## src/rtl/result_reader.sv

```systemverilog
// Streams NUM_ROWS rows of packed signed partial sums from the result SRAM,
// one PARTIAL_SUM_BW element per valid/ready handshake, column 0 first.
module result_reader #(
  parameter int ADDRESSSIZE    = 10,
  parameter int PARTIAL_SUM_BW = 20,
  parameter int MATRIX_SIZE    = 8,
  parameter int NUM_ROWS       = 8
) (
  input  logic                                  clk,
  input  logic                                  rstn,
  input  logic                                  start,
  input  logic [ADDRESSSIZE-1:0]                base_address,
  output logic [ADDRESSSIZE-1:0]                sram_address,
  input  logic [PARTIAL_SUM_BW*MATRIX_SIZE-1:0] sram_data_out,
  output logic                                  out_valid,
  input  logic                                  out_ready,
  output logic [PARTIAL_SUM_BW-1:0]             out_data,
  output logic                                  out_last,
  output logic                                  busy,
  output logic                                  done,
  output logic [2:0]                            o_dbg_state
);

  localparam int CW = (MATRIX_SIZE > 1) ? $clog2(MATRIX_SIZE) : 1;
  localparam int WW = PARTIAL_SUM_BW * MATRIX_SIZE;
  localparam logic [CW-1:0]          LAST_COL = CW'(MATRIX_SIZE - 1);
  localparam logic [ADDRESSSIZE-1:0] LAST_ROW = ADDRESSSIZE'(NUM_ROWS - 1);

  typedef enum logic [2:0] {
    S_IDLE = 3'd0,
    S_ADDR = 3'd1,
    S_WAIT = 3'd2,
    S_LOAD = 3'd3,
    S_SEND = 3'd4,
    S_FIN  = 3'd5
  } state_t;

  state_t                 r_state;
  state_t                 w_next;
  logic [ADDRESSSIZE-1:0] r_base;
  logic [ADDRESSSIZE-1:0] r_row;
  logic [ADDRESSSIZE-1:0] r_addr;
  logic [CW-1:0]          r_col;
  logic [WW-1:0]          r_row_data;
  logic                   w_hs;
  logic                   w_last_col;
  logic                   w_last_row;

  // Handshake: a beat transfers only on a cycle where out_valid and
  // out_ready are both high; while out_valid is high and out_ready is low,
  // out_data/out_last/out_valid are held unchanged.
  assign w_hs       = (r_state == S_SEND) && out_ready;
  assign w_last_col = (r_col == LAST_COL);
  assign w_last_row = (r_row == LAST_ROW);

  always_comb begin
    w_next = r_state;
    case (r_state)
      S_IDLE:  if (start) w_next = S_ADDR;
      S_ADDR:  w_next = S_WAIT;
      S_WAIT:  w_next = S_LOAD;
      S_LOAD:  w_next = S_SEND;
      S_SEND:  if (w_hs && w_last_col) w_next = w_last_row ? S_FIN : S_ADDR;
      S_FIN:   w_next = S_IDLE;
      default: w_next = S_IDLE;
    endcase
  end

  always_ff @(posedge clk or negedge rstn) begin
    if (!rstn) r_state <= S_IDLE;
    else       r_state <= w_next;
  end

  // The address register is loaded on entry to ADDR and otherwise holds,
  // so it stays stable through the one-cycle SRAM latency and after FIN.
  always_ff @(posedge clk or negedge rstn) begin
    if (!rstn) begin
      r_base     <= '0;
      r_row      <= '0;
      r_addr     <= '0;
      r_col      <= '0;
      r_row_data <= '0;
    end else begin
      case (r_state)
        S_IDLE: begin
          if (start) begin
            r_base <= base_address;
            r_row  <= '0;
            r_addr <= base_address;
          end
        end
        S_LOAD: begin
          r_row_data <= sram_data_out;
          r_col      <= '0;
        end
        S_SEND: begin
          if (w_hs) begin
            if (!w_last_col) begin
              r_col <= r_col + CW'(1);
            end else if (!w_last_row) begin
              r_row  <= r_row + ADDRESSSIZE'(1);
              r_addr <= r_base + r_row + ADDRESSSIZE'(1);
            end
          end
        end
        default: ;
      endcase
    end
  end

  assign sram_address = r_addr;
  assign out_valid    = (r_state == S_SEND);
  assign out_data     = out_valid ? r_row_data[r_col*PARTIAL_SUM_BW +: PARTIAL_SUM_BW] : '0;
  assign out_last     = out_valid && w_last_col && w_last_row;
  assign busy         = (r_state != S_IDLE) && (r_state != S_FIN);
  assign done         = (r_state == S_FIN);
  assign o_dbg_state  = r_state;

endmodule

```

## config.mk

```make
export PLATFORM = sky130hd
export DESIGN_NAME = result_reader
export DESIGN_NICKNAME = d
export VERILOG_FILES = /design/src/rtl/result_reader.sv
export SDC_FILE = /design/constraint.sdc
export NUM_CORES = 1
export LEC_CHECK = 0
export ABC_AREA = 1
export CORE_MARGIN = 5
export CORE_UTILIZATION = 50
export CTS_BUF_LIST = sky130_fd_sc_hd__clkbuf_8 sky130_fd_sc_hd__clkbuf_16
export DETAILED_ROUTE_END_ITERATION = 16
export PLACE_DENSITY = 0.79
export SLEW_MARGIN = 5
export SYNTH_ARGS = -nofsm -noshare
export SYNTH_HDL_FRONTEND = slang
export SYNTH_SLANG_ARGS = --single-unit
```

## constraint.sdc

```tcl
create_clock -name clk -period 3.94 [get_ports clk]
set_input_delay 0.788 -clock clk [delete_from_list [all_inputs] [get_ports clk]]
set_output_delay 0.788 -clock clk [all_outputs]
set_load 0.005 [all_outputs]
```

==> impl_metrics.env <==
export IMPL_ys_warn_count=0
export IMPL_initial_core_util_pct=51.12
export IMPL_crit_type="reg -> out"
export IMPL_critPathLaunchType="flop"
export IMPL_vias_per_cell=5.195
export IMPL_wl_per_cell_um=15.87
export IMPL_worstPathRequired_ns=3.15
export IMPL_track_usage_pct=25.20
export IMPL_synth_edf_count=0
export IMPL_post_synth_num_cell_types=30
export IMPL_avgSynthCellArea_um2=7.434
export IMPL_clock_skew_ns=0.01256
export IMPL_hold_viol=0
export IMPL_cts_hold_buf=0
export IMPL_dr_pass1_iters=5
export IMPL_slowest_delay_ns=0.81
export IMPL_diodes=0
export IMPL_worst_ep_arrival_time_ns=2.98
export IMPL_slowest_stage="dfrtp_2"
export IMPL_syn_nets=1482
export IMPL_crit_chain="inv_1, nor2_1, o21ai_0, a31oi_1, clkdlybuf4s50_1"
export IMPL_synth_seq_cells=196
export IMPL_fin_util_pct=66.21
export IMPL_cts_setup_buffers=0
export IMPL_area_delta_synth_final_pct=29.52
export IMPL_grt_start_max_net_pins=104
export IMPL_gp_congestion=0.8921
export IMPL_tightestPinTransition_ns=0.9638
export IMPL_crit_fanout=42
export IMPL_port_buffers=210
export IMPL_clock_sinks=196
export IMPL_grt_pass1_vias=8921
export IMPL_cts_root_buf="clkbuf_16"
export IMPL_final_max_slew_viol_count=0
export IMPL_finalSetupViolations=0
export IMPL_drt_iter0_drc=712
export IMPL_die_width_um=148.8
export IMPL_maxSlewHeadroom_pct=35.75
export IMPL_min_period_ns=3.770
export IMPL_finalCritPeriodShare_pct=95.69
export IMPL_synth_cells=1295
export IMPL_status="complete, no violations"
export IMPL_drv_cap=0
export IMPL_hp_class="in -> async"
export IMPL_p_leak_nw=6.063
export IMPL_cts_tree="done"
export IMPL_antenna_found_initial=1
export IMPL_ctsResizeCount=0
export IMPL_drc=0
export IMPL_core_rowCount=50
export IMPL_end_kind="primary output"
export IMPL_nNetsFinal=1653
export IMPL_core_um2=18830
export IMPL_ir_drop_mv=0.3343
export IMPL_dp_hpwl_um=19840
export IMPL_clk_path_buf_depth=2
export IMPL_fmax_mhz=265.2
export IMPL_dpl_cell_area_um2=11870
export IMPL_ant_nets=0
export IMPL_io_pins=211
export IMPL_synth_top_area_share_pct=50.95
export IMPL_tns_ns=0
export IMPL_syn_area_um2=9627
export IMPL_synthTopCellsByArea="dfrtp_1, nand2_1, nor2_1"
export IMPL_clock_latency_ns=0.45
export IMPL_rsz0062_at_grt="yes"
export IMPL_finalWirelength_um=27590
export IMPL_vias=9034
export IMPL_cts_buffers=17
export IMPL_die_y_um=148.8
export IMPL_r2r_start="r_col[0]"
export IMPL_path_clk_slew_ns=0.08
export IMPL_grt_ovfl_total=0
export IMPL_powerDensity_nw_per_um2=713.0
export IMPL_async_flop_share_pct=100.0
export IMPL_drive_gt1_share_pct=4.801
export IMPL_design_area_um2=12470
export IMPL_synthFlopType="dfrtp_1"
export IMPL_grt_pass1_wl_um=44370
export IMPL_synth_top_cell_by_area="dfrtp_1"
export IMPL_die_area_um2=22130
export IMPL_h_tree_depth=4
export IMPL_crit_start="r_col[1]"
export IMPL_yosysSeqAreaShare_pct=50.95
==> routing by layer <==
metal  vias to the layer above  global-route usage [%]  wire length (um)
met5                         -                       0                13
met3                        63                   5.743              1554
met1                      4278                   30.73             10990
li1                       4428                       -                 -
met4                         2                   9.519               891
met2                       263                   43.76             14140
==> cell families after synthesis <==
family / count (synthesis) / synth area share (%)
and+or+nand+nor: 790 / 31.61
buffers and inverters: 110 / 4.848
xor gates and xnor gates: 6 / 0.5460
AOI/OAI and AO/OA: 172 / 9.345
muxes: 8 / 0.9358
adders and majority gates: 13 / 1.768
DFF: 196 / 50.95
==> flip-flops by register name, indices dropped and copies added, names as in the netlist <==
register      cells
r_row_data      160
r_base           10
r_row            10
sram_address     10
o_dbg_state       3
r_col             3
==> cells in the mapped netlist, types with 5 or more instances <==
cell and n:
nand2_1 573, dfrtp_1 196, nor2_1 174, o21ai_0 126, clkbuf_1 35, buf_2 34, inv_1 32, nand3_1 25
a31oi_1 21, o21ai_1 13, ha_1 12, a21oi_1 8, mux2_2 8, inv_2 5, nand4_1 5
==> worst max-delay path: cells and delay by family (launching register included) <==
kind / cells / cell delay [ns]
AO/OA/AOI/OAI: 2 / 0.41
AND/OR/NAND/NOR: 1 / 0.19
flip-flops: 1 / 0.81
buffers and inverters: 2 / 1.13
==> through the flow <==
step	power (mW)	worst slack, ns	cells	hold WS (ns)
after global placement	7.039	0.6960	1707	0.4481
after global routing	9.626	-0.04076	1739	0.4323
after detailed placement	7.165	0.6608	1707	0.4536
after floorplan	5.810	1.881	1295	0.4366
after CTS	8.939	0.1826	1739	0.4145
final	8.890	0.1699	1739	0.3689
==> final cells by class <==
class / count / area (um^2)
Inverter: 37 / 141.4
Timing Repair Buffer: 225 / 2231
Multi-Input combinational cell: 989 / 4260
Sequential cell: 196 / 4907
Clock inverter: 15 / 177.7
Tap cell: 260 / 325.3
Clock buffer: 17 / 425.4
Fill cell: 1623 / 6362
==> final timing paths <==
| kind | end | slack (ns) | cells after the start |
|---|---|---|---|
| max in group asynchronous | r_row_data[0] | 2.65 | 2 |
| worst min-delay path | sram_address[3] | 0.37 | 1 |
| worst min register to register | r_row_data[110] | 0.47 | 2 |
| worst max register to register | sram_address[1] | 0.82 | 12 |
| min in group clk | r_row_data[110] | 0.47 | 2 |
| worst max-delay path | out_data[3] | 0.17 | 5 |
==> where the power goes <==
group          switching [mW]  internal [mW]
sequential              0.576           2.97
combinational            2.21           1.38
clock                   0.902          0.862
==> cells in the final DEF, fill, tap and decap left out, types with 3 or more instances in the layout <==
| cell type | count |
|---|---|
| a21oi_1 | 8 |
| a31oi_1 | 21 |
| buf_4 | 14 |
| clkbuf_16 | 17 |
| clkdlybuf4s50_1 | 209 |
| clkinv_8 | 5 |
| dfrtp_1 | 194 |
| ha_1 | 12 |
| inv_1 | 32 |
| inv_2 | 4 |
| inv_6 | 4 |
| inv_8 | 4 |
| mux2_2 | 8 |
| nand2_1 | 573 |
| nand2_2 | 3 |
| nand3_1 | 25 |
| nand4_1 | 5 |
| nor2_1 | 174 |
| nor3_1 | 4 |
| o21ai_0 | 126 |
| o21ai_1 | 13 |
| xnor2_1 | 3 |
| xor2_1 | 3 |
Power figures use the tool's default switching activity.
